File: config.mk
export PLATFORM = sky130hd
export DESIGN_NAME = ipu_input_ctrl
export DESIGN_NICKNAME = d
export VERILOG_FILES = /design/src/rtl/ipu_input_ctrl.sv
export SDC_FILE = /design/constraint.sdc
export NUM_CORES = 1
export LEC_CHECK = 0
export CAP_MARGIN = 20
export CORE_MARGIN = 3
export CORE_UTILIZATION = 25
export CTS_CLUSTER_DIAMETER = 200
export DETAILED_ROUTE_END_ITERATION = 10
export GPL_ROUTABILITY_DRIVEN = 1
export GPL_TIMING_DRIVEN = 0
export RECOVER_POWER = 100
export SYNTH_ARGS = -nofsm -noshare
export SYNTH_HDL_FRONTEND = slang
export SYNTH_SLANG_ARGS = --single-unit
export TNS_END_PERCENT = 1
File: constraint.sdc
create_clock -name clk -period 2.6 [get_ports clk]
set_clock_uncertainty 0.1 [all_clocks]
set_input_delay 0.52 -clock clk [delete_from_list [all_inputs] [get_ports clk]]
set_output_delay 0.52 -clock clk [all_outputs]
set_load 0.005 [all_outputs]
File: src/rtl/ipu_input_ctrl.sv
// IPU front end: debounces five buttons, moves a cursor over a 3x3 grid and raises
// an ipu_int/int_ack handshake carrying the selected cell. Optional macro: IPU_OCCUPANCY_EN.
module ipu_input_ctrl #(
  parameter int DEBOUNCE_CYCLES = 16
) (
  input  logic       clk,
  input  logic       rst,
  input  logic       btn_up,
  input  logic       btn_down,
  input  logic       btn_left,
  input  logic       btn_right,
  input  logic       btn_sel,
  input  logic       int_ack,
  input  logic       clear_board,
  output logic       ipu_int,
  output logic [3:0] grid_coord,
  output logic [3:0] cursor,
  output logic [8:0] occupied
);

  localparam int CW = (DEBOUNCE_CYCLES > 2) ? $clog2(DEBOUNCE_CYCLES) : 1;
  localparam logic [CW-1:0] CNT_LAST = CW'(DEBOUNCE_CYCLES - 1);

  typedef enum logic [1:0] {
    ST_IDLE = 2'd0,
    ST_REQ  = 2'd1,
    ST_REL  = 2'd2
  } state_t;

  logic [4:0] raw;
  logic [4:0] evt;
  assign raw = {btn_sel, btn_right, btn_left, btn_down, btn_up};

  // One synchronizer, debounce counter and rising-edge event per button.
  for (genvar gi = 0; gi < 5; gi++) begin : g_btn
    logic          sync1_reg;
    logic          sync2_reg;
    logic          deb_reg;
    logic          deb_prev_reg;
    logic          evt_reg;
    logic [CW-1:0] cnt_reg;

    always_ff @(posedge clk) begin
      if (rst) begin
        sync1_reg    <= 1'b0;
        sync2_reg    <= 1'b0;
        deb_reg      <= 1'b0;
        deb_prev_reg <= 1'b0;
        evt_reg      <= 1'b0;
        cnt_reg      <= '0;
      end else begin
        sync1_reg    <= raw[gi];
        sync2_reg    <= sync1_reg;
        deb_prev_reg <= deb_reg;
        evt_reg      <= deb_reg & ~deb_prev_reg;
        if (sync2_reg == deb_reg) begin
          cnt_reg <= '0;
        end else if (cnt_reg == CNT_LAST) begin
          deb_reg <= sync2_reg;
          cnt_reg <= '0;
        end else begin
          cnt_reg <= cnt_reg + 1'b1;
        end
      end
    end

    assign evt[gi] = evt_reg;
  end

  logic       up_evt;
  logic       down_evt;
  logic       left_evt;
  logic       right_evt;
  logic       sel_evt;
  assign up_evt    = evt[0];
  assign down_evt  = evt[1];
  assign left_evt  = evt[2];
  assign right_evt = evt[3];
  assign sel_evt   = evt[4];

  logic [1:0] row_reg;
  logic [1:0] row_next;
  logic [1:0] col_reg;
  logic [1:0] col_next;

  // Opposing moves in the same cycle cancel; edges saturate.
  always_comb begin
    row_next = row_reg;
    col_next = col_reg;
    if (up_evt && !down_evt && row_reg != 2'd0) row_next = row_reg - 2'd1;
    if (down_evt && !up_evt && row_reg != 2'd2) row_next = row_reg + 2'd1;
    if (left_evt && !right_evt && col_reg != 2'd0) col_next = col_reg - 2'd1;
    if (right_evt && !left_evt && col_reg != 2'd2) col_next = col_reg + 2'd1;
  end

  always_ff @(posedge clk) begin
    if (rst) begin
      row_reg <= 2'd1;
      col_reg <= 2'd1;
    end else begin
      row_reg <= row_next;
      col_reg <= col_next;
    end
  end

  assign cursor = ({2'b00, row_reg} * 4'd3) + {2'b00, col_reg};

  state_t     state_reg;
  state_t     state_next;
  logic       ack_reg;
  logic       latch_coord;
  logic       eligible;
  logic [3:0] grid_coord_reg;

  always_comb begin
    state_next  = state_reg;
    latch_coord = 1'b0;
    case (state_reg)
      ST_IDLE: begin
        if (sel_evt && eligible) begin
          latch_coord = 1'b1;
          state_next  = ST_REQ;
        end
      end
      ST_REQ: begin
        if (ack_reg) state_next = ST_REL;
      end
      ST_REL: begin
        if (!ack_reg) state_next = ST_IDLE;
      end
      default: state_next = ST_IDLE;
    endcase
  end

  // int_ack is registered once, so the FSM reacts one edge after it is sampled.
  always_ff @(posedge clk) begin
    if (rst) begin
      state_reg      <= ST_IDLE;
      ack_reg        <= 1'b0;
      grid_coord_reg <= 4'd0;
    end else begin
      state_reg <= state_next;
      ack_reg   <= int_ack;
      if (latch_coord) grid_coord_reg <= cursor;
    end
  end

  assign ipu_int    = (state_reg == ST_REQ);
  assign grid_coord = grid_coord_reg;

`ifdef IPU_OCCUPANCY_EN
  logic [8:0] occ_reg;

  // Cell is marked when the processor acknowledges; clear has priority.
  always_ff @(posedge clk) begin
    if (rst) begin
      occ_reg <= 9'd0;
    end else if (clear_board) begin
      occ_reg <= 9'd0;
    end else if (state_reg == ST_REQ && ack_reg) begin
      occ_reg[grid_coord_reg] <= 1'b1;
    end
  end

  assign occupied = occ_reg;
  assign eligible = ~occ_reg[cursor];
`else
  logic unused_clear;
  assign unused_clear = clear_board;
  assign occupied     = 9'd0;
  assign eligible     = 1'b1;
`endif

endmodule

==> results of run 1 <==
[cell type report]
class                   instances  share of cell area [%]
repair buffers                 19                    6.77
inverters                      11                    1.67
plain buffers                  12                    3.01
clock buffers                   7                    3.67
multi-input cells             133                    35.7
well taps                     105                    5.01
clock inverters                 1                    1.15
flip-flops and latches         56                    43.0
[critical path: stages (launching register included)]
cell and delay [ps]:
dfxtp_2 370, inv_4 40, fa_1 520, inv_1 40
ha_2 160, fa_2 540, buf_6 90
[per-layer routing]
| layer | wire (µm) | vias to the layer above | part of all wire, % | GRT usage, % |
|---|---|---|---|---|
| met5 | 0 | - | 0 | 0 |
| met4 | 17 | 0 | 0.54 | 2.31 |
| met3 | 163 | 2 | 5.2 | 2.59 |
| met2 | 1310 | 23 | 41 | 10.5 |
| met1 | 1670 | 608 | 53 | 9.49 |
| li1 | - | 706 | - | - |
[report_power, final]
part / internal, mW / leakage, nW / switching (mW) / total [mW]
Sequential: 0.866 / 0.455 / 0.00435 / 0.871
Combinational: 0.0268 / 0.506 / 0.0219 / 0.0487
Clock: 0.340 / 0.0645 / 0.266 / 0.606
Total: 1.23 / 1.03 / 0.292 / 1.53
[placed cells by master (no fill, tap or decap), drive strengths merged]
| master | netlist | routed |
|---|---|---|
| nor3 | 2 | 2 |
| mux2 | 1 | 1 |
| a2111oi | 1 | 1 |
| dlygate4sd3 | 0 | 7 |
| nand2 | 1 | 1 |
| a31oi | 1 | 1 |
| clkbuf | 1 | 11 |
| inv | 11 | 11 |
| and3 | 5 | 5 |
| o311ai | 1 | 1 |
| xnor2 | 11 | 11 |
| o21ai | 1 | 1 |
| ha | 9 | 9 |
| or3 | 7 | 7 |
| buf | 11 | 13 |
| nor2b | 22 | 22 |
| conb | 1 | 9 |
| nand3 | 5 | 5 |
| a21oi | 1 | 1 |
| dlygate4sd2 | 0 | 1 |
| mux2i | 11 | 11 |
| nand2b | 2 | 2 |
| nor3b | 3 | 3 |
| xor2 | 5 | 5 |
| a21o | 1 | 1 |
| bufinv | 0 | 1 |
| nor2 | 32 | 32 |
| dfxtp | 56 | 56 |
| fa | 2 | 2 |
| clkdlybuf4s50 | 0 | 6 |
[cells by family after synthesis]
| kind of cell | count (synthesis) | synth area share (%) |
|---|---|---|
| AND/OR/NAND/NOR | 79 | 21.5 |
| flip-flops | 56 | 51.6 |
| buffers and inverters | 23 | 5.75 |
| XOR/XNOR | 16 | 6.44 |
| multiplexers | 12 | 5.58 |
| adder cells (fa/ha/maj) | 11 | 7.02 |
| AO/OA/AOI/OAI | 6 | 1.96 |
| other | 1 | 0.172 |
[through the flow]
step	util, %	power [mW]	cell area [µm²]
final	31.4	1.53	2620
after global routing	31.4	1.59	2620
after CTS	31.8	1.55	2650
after detailed placement	29.9	0.945	2500
after global placement	29.9	0.944	2500
after floorplan	-	0.925	2200
[what timing repair did]
item,CTS,global route
pin swaps,1,2
buffers inserted,3,0
hold buffers,0,0
gates cloned,0,0
setup endpoints to repair,3,2
gates resized for setup,16,2
[worst max-delay path by stage]
stage	to	slack [ps]	startpoint	depth (start not counted)
finish	cursor[2]	-80	row_reg[0]	6
global route	cursor[2]	-140	row_reg[0]	6
floorplan	cursor[2]	280	row_reg[0]	5
detailed placement	cursor[2]	-310	row_reg[1]	6
CTS	cursor[2]	-150	row_reg[0]	6
global placement	cursor[2]	-270	row_reg[1]	6
==> results.yml, run 1 <==
synth:
  synth_cell_type_count: 29
  synth_ff_type: "dfxtp_1"
  synth_edf_count: 0
  yosys.area.top_type: "dfxtp_1"
  syn_area_mm2: 0.00217
  ys_warn_count: 0
  ys_seq_elements: 56
  synth_area_leaders: "dfxtp_1, nor2b_1, nor2_1"
  synthArstFlopShare_pct: 0
  syn_area_per_cell_um2: 10.7
  synth_top_area_share_pct: 51.6
  synthTopCellsByCount: "dfxtp_1, nor2_1, nor2b_1"
  yosysSeqAreaShare_pct: 51.6
  postSynthCellCount: 204
  yosysMostFrequentCell: "dfxtp_1"
sta:
  min_period_ps: 2680
  max_slew_margin_pct: 65.1
  drv_slew: 0
  finalSetupViolations: 1
  whs_ps: 279
  period_share_pct: 103
  finalSetupTns_ps: -75.9
  setup_slack_ps: -75.9
  rsz0062_at_grt: "yes"
  final_hold_viol_count: 0
  tightest_slew_ps: 523
  max_freq_ghz: 0.374
layout:
  area_delta_synth_final_pct: 20.6
  largest_register_ff_count: 20
  fin_nets: 258
  final_cells: 344
  seqCellArea_mm2: 0.00113
  multi_input_area_um2: 937
  antennaDiodeCount: 0
  drive_above_1_share_pct: 15.1
  fill_cells: 873
flow_run:
  drv_cap: 0
global_routing:
  antenna_found_initial: 0
  grt_pass1_wl_um: 5640
  grt_overflow_total: 0
  track_usage_pct: 7.06
  grt_pass1_vias: 1276
  grt_max_degree: 17
floorplan:
  dieWidth_um: 99.3
  rows: 33
  die_h_um: 99.3
  core_mm2: 0.00834
  ioPinCount: 27
  dieArea_mm2: 0.00985
  initial_core_util_pct: 26.1
place:
  pre_cts_ws_ps: -309
  dp_cells: 333
  port_buffers: 16
  gp_congestion: 0.651
  dpl.hpwl_um: 2320
detailed_routing:
  routedWlPerCell_um: 9.17
  drt_iter0_drc: 60
  dr.pass1.iters: 4
  antenna_left: 0
  via_count: 1339
  via_per_inst: 3.89
  totalWireLength_um: 3160
  drc: 0
clock_tree:
  htree_levels: 2
  clk_pin_slew_ps: 100
  clock_sinks: 56
  clockRootBuffer: "clkbuf_8"
  cts_made_buffers: 5
  clkLatencyLatePin_ps: 300
  clock_path_buffers: 2
  cts_tree: "yes"
pwr:
  powerDensity_mw_per_mm2: 582
  ir_drop_v: 0.000263
  p_leak_nw: 1.03
critical_path:
  critPathMaxFanout: 2
  cp-start-kind: "register"
  crit_path_end_kind: "primary output"
  rr_worst_depth: 7
  r2r_start: "row_reg[0]"
  critPathKind: "register to primary output"
  worstPathArrival_ps: 2060
  r2r_end: "grid_coord[2]"
  cp.required_ps: 1980
  ff2ff_setup_slack_ps: 620
hold_path:
  hold_path.class: "register to register"
  hold_depth: 1
  hp-start: "g_btn[1].deb_prev_reg"
  min_to: "down_evt"
outcome:
  failed_checks: "negative setup slack"
  status: "complete, but fails checks"
Note: power is estimated with default switching activity, not from simulation.
==> run 2: changes to the inputs <==
DONT_BUFFER_PORTS = 1   (was unset)
SLEW_MARGIN = 20   (was unset)
==> results.yml, run 2 (same netlist as run 1, synthesis figures left out) <==
critical_path:
  cp-start-kind: "register"
  ff2ff_setup_slack_ps: 570
  critPathKind: "register to primary output"
  rr_worst_depth: 7
  cp.required_ps: 1980
  r2r_end: "grid_coord[2]"
  worstPathArrival_ps: 1940
  critPathMaxFanout: 2
  r2r_start: "row_reg[0]"
  crit_path_end_kind: "primary output"
layout:
  area_delta_synth_final_pct: 10.6
  drive_above_1_share_pct: 12.6
  final_cells: 328
  fin_util_pct: 28.8
  antennaDiodeCount: 0
  finalInstanceArea_mm2: 0.00240
  final_cell_mix: "dfxtp_1, nor2_1, nor2b_1, buf_4"
  final_common_cell: "dfxtp_1"
  fin_nets: 242
  largest_register_ff_count: 20
  fill_cells: 871
global_routing:
  antenna_found_initial: 0
  grt_max_degree: 20
  grt_pass1_vias: 1251
  grt_pass1_wl_um: 5550
  grt_overflow_total: 0
  track_usage_pct: 7.07
detailed_routing:
  antenna_left: 0
  top_layer_used: "met4"
  drc: 0
  totalWireLength_um: 3090
  met3_length_um: 224
  routed-wl-met2_um: 1290
  drt_iter0_drc: 41
  met1_length_um: 1540
  via_count: 1283
  dr.pass1.iters: 4
  routedWlPerCell_um: 9.43
  via_per_inst: 3.91
place:
  placed_area_mm2: 0.00234
  gp_congestion: 0.733
  dpl.hpwl_um: 2270
  dp_cells: 317
  port_buffers: 0
  pre_cts_ws_ps: 201
floorplan:
  die_h_um: 99.3
  core_mm2: 0.00834
  initial_core_util_pct: 26.1
  ioPinCount: 27
  dieWidth_um: 99.3
  dieArea_mm2: 0.00985
  rows: 33
clock_tree:
  cts_made_buffers: 5
  htree_levels: 2
  clk_pin_slew_ps: 100
  clock_path_buffers: 2
  clockRootBuffer: "clkbuf_8"
  clock_sinks: 56
  cts_hold_buf: 0
  cts_tree: "yes"
  clkLatencyLatePin_ps: 310
sta:
  min_period_ps: 2560
  period_share_pct: 98.6
  final_hold_viol_count: 0
  rsz0062_at_grt: "yes"
  drv_slew: 0
  max_freq_ghz: 0.390
  finalSetupViolations: 0
  finalSetupTns_ps: 0
  whs_ps: 177
  tightest_slew_ps: 539
  setup_slack_ps: 37.4
  max_slew_margin_pct: 64.0
hold_path:
  min_to: "g_btn[1].deb_prev_reg"
  hold_path.class: "input port to register"
  hold_depth: 1
  hp-start: "rst"
pwr:
  p_leak_nw: 0.929
  ir_drop_v: 0.000270
  total_power_mw: 1.39
  powerDensity_mw_per_mm2: 579
outcome:
  status: "finished clean"
flow_run:
  drv_cap: 0
-- run 2: cell types whose count changed in the layout (fill, tap and decap cells not counted), sizes merged --
cell	previous run	this run
dlygate4sd3	7	0
clkdlybuf4s50	6	0
clkbuf	11	8
inv	11	13
buf	13	12
bufinv	1	0
clkinvlp	0	1
dlygate4sd2	1	0
-- run 2: routing by layer --
layer	vias up	track usage, %
li1	672	-
met5	-	0
met3	5	3.09
met1	582	9.28
met4	0	2.84
met2	24	10.2
-- run 2: what timing repair did --
action / 4_1_cts / 5_1_grt
buffers inserted: 3 / 0
hold endpoints to repair: 0 / 0
resized for setup: 7 / 0
pin swaps: 2 / 1
setup endpoints to repair: 2 / 1
-- run 2: critical path: stages (launching register included) --
cell and delay (ps):
dfxtp_2 350, inv_2 40, fa_1 520, inv_1 40
ha_2 160, fa_1 520
-- run 2: worst max-delay path by stage --
stage	startpoint	endpoint	slack (ps)	depth (start not counted)
finish	row_reg[0]	cursor[2]	40	5
global placement	row_reg[1]	cursor[2]	210	5
global route	row_reg[0]	cursor[2]	-70	5
floorplan	row_reg[0]	cursor[2]	280	5
detailed placement	row_reg[1]	cursor[2]	200	5
CTS	row_reg[0]	cursor[2]	-10	5
-- run 2: area by class of cell --
class                           count  area (µm²)  area share [%]
Inverter                           11        41.3            1.72
Sequential cell                    56        1130            46.9
Clock inverter                      3        25.0            1.04
Timing Repair Buffer                3        22.5           0.937
Clock buffer                        5        68.8            2.86
Buffer                             12        78.8            3.28
Multi-Input combinational cell    133         910            37.8
Tap cell                          105         131            5.46
-- run 2: where the power goes --
group | internal [mW] | leakage (nW) | switching [mW]
logic | 0.0182 | 0.429 | 0.0188
registers | 0.867 | 0.455 | 0.00452
clock network | 0.197 | 0.0452 | 0.287
==> run 3: changes to the inputs <==
ABC_AREA = 1   (was unset)
==> results.yml, run 3 <==
floorplan:
  ioPinCount: 27
  rows: 34
  dieWidth_um: 101
  initial_core_util_pct: 25.9
  dieArea_mm2: 0.0103
  die_h_um: 101
  core_mm2: 0.00876
critical_path:
  cpPeakStageDelay_ps: 520
  cp.required_ps: 1980
  cp-start-kind: "register"
  r2r_start: "row_reg[0]"
  worstPathArrival_ps: 1960
  path_buf_inv: 2
  critPathMaxFanout: 5
  critPathKind: "register to primary output"
  crit_cells: 5
  cpMaxStageDelayCell: "fa_1"
  timing.critical_path.mode_cell: "fa_1"
  crit_path_end_kind: "primary output"
  cp-endpoint: "cursor[2]"
  cp-startpoint: "row_reg[0]"
  crit_family: "adder cells"
  ff2ff_setup_slack_ps: 540
  rr_worst_depth: 7
  r2r_end: "grid_coord[2]"
  path_cells: "inv_4, fa_1, inv_1, ha_2, fa_1"
global_routing:
  grt_max_degree: 18
  grt_pass1_vias: 1395
  grt_overflow_total: 0
  grt_pass1_wl_um: 5930
  antenna_found_initial: 0
  track_usage_pct: 7.19
detailed_routing:
  drt_iter0_drc: 62
  top_layer_used: "met4"
  totalWireLength_um: 3330
  dr.pass1.iters: 5
  drc: 0
  via_per_inst: 3.92
  met3_length_um: 244
  antenna_left: 0
  routed-wl-met2_um: 1430
  routedWlPerCell_um: 8.55
  via_count: 1528
  met1_length_um: 1640
place:
  port_buffers: 0
  placed_area_mm2: 0.00243
  dp_cells: 380
  dpl.hpwl_um: 2470
  gp_congestion: 0.753
  pre_cts_ws_ps: 178
clock_tree:
  cts_made_buffers: 5
  clkLatencyLatePin_ps: 310
  htree_levels: 2
  cts_hold_buf: 0
  clock_path_buffers: 2
  clockRootBuffer: "clkbuf_8"
  clock_sinks: 56
  cts_tree: "yes"
  clk_pin_slew_ps: 100
outcome:
  status: "finished clean"
sta:
  rsz0062_at_grt: "yes"
  finalSetupViolations: 0
  final_hold_viol_count: 0
  period_share_pct: 99.1
  drv_slew: 0
  min_period_ps: 2580
  setup_slack_ps: 22.3
  max_slew_margin_pct: 51.8
  finalSetupTns_ps: 0
  whs_ps: 202
  tightest_slew_ps: 723
  max_freq_ghz: 0.388
layout:
  fin_util_pct: 28.4
  final_cells: 390
  fin_nets: 301
  fill_cells: 936
  drive_above_1_share_pct: 11.7
  finalInstanceArea_mm2: 0.00249
  final_common_cell: "nor2_1"
  largest_register_ff_count: 20
  area_delta_synth_final_pct: 9.59
  final_cell_mix: "nor2_1, dfxtp_1, inv_1, nand2_1, nand3_1"
  antennaDiodeCount: 0
synth:
  synth_area_leaders: "dfxtp_1, nor2_1, inv_1"
  syn_area_per_cell_um2: 8.60
  yosys.area.top_type: "dfxtp_1"
  yosysSeqAreaShare_pct: 49.4
  ys_warn_count: 0
  synth_ff_type: "dfxtp_1"
  syn_area_mm2: 0.00227
  yosysMostFrequentCell: "dfxtp_1"
  synth_edf_count: 0
  postSynthCellCount: 264
  ys_seq_elements: 56
  synthArstFlopShare_pct: 0
  synth_cell_type_count: 19
  synthTopCellsByCount: "dfxtp_1, nor2_1, inv_1"
  synth_top_area_share_pct: 49.4
pwr:
  p_leak_nw: 1.08
  ir_drop_v: 0.000314
  powerDensity_mw_per_mm2: 617
  total_power_mw: 1.53
flow_run:
  drv_cap: 0
hold_path:
  hold_path.class: "input port to register"
  hp-start: "btn_left"
run 3: cell count changes after synthesis, moves of 11 or more:
cell,delta
nand2_1,+26
xnor2_1,-11
o21ai_0,+11
inv_1,+30
nor2b_1,-22
nor2_1,+23
mux2i_1,-11
run 3: worst min path at each step:
stage,to,slack (ps),depth (start not counted)
CTS,g_btn[2].sync1_reg,190,2
floorplan,down_evt,270,1
detailed placement,g_btn[0].evt_reg,280,1
global route,g_btn[2].sync1_reg,180,2
global placement,down_evt,280,1
finish,g_btn[2].sync1_reg,200,2
run 3: power breakdown:
group | switching, mW | leakage (nW) | total [mW] | internal, mW
logic | 0.0393 | 0.569 | 0.0660 | 0.0266
registers | 0.00521 | 0.454 | 0.874 | 0.869
clock network | 0.278 | 0.0614 | 0.593 | 0.315
run 3: layer usage:
layer  track usage (%)  up-vias
li1                  -      819
met1              8.98      672
met2              10.9       35
met3              3.17        2
met4              2.76        0
met5                 0        -
run 3: layout make-up:
class / count / area (µm²) / area share, %
Multi-Input combinational cell: 162 / 850 / 34.2
Timing Repair Buffer: 2 / 15.0 / 0.604
Clock inverter: 2 / 38.8 / 1.56
Clock buffer: 6 / 82.6 / 3.32
Sequential cell: 56 / 1120 / 45.2
Inverter: 41 / 156 / 6.29
Buffer: 13 / 86.3 / 3.47
Tap cell: 108 / 135 / 5.43
run 3: logic make-up after synthesis:
group | synth area share [%]
AO/OA/AOI/OAI | 4.41
XOR/XNOR | 1.93
adder cells (fa/ha/maj) | 6.73
buffers and inverters | 11.4
flip-flops | 49.4
other | 0.165
AND/OR/NAND/NOR | 26.0
run 3: what timing repair did:
item                                    CTS  global route
setup buffers                             2             0
endpoints found under the setup margin    2             1
resized for setup                         3             3
pin swaps                                 0             1
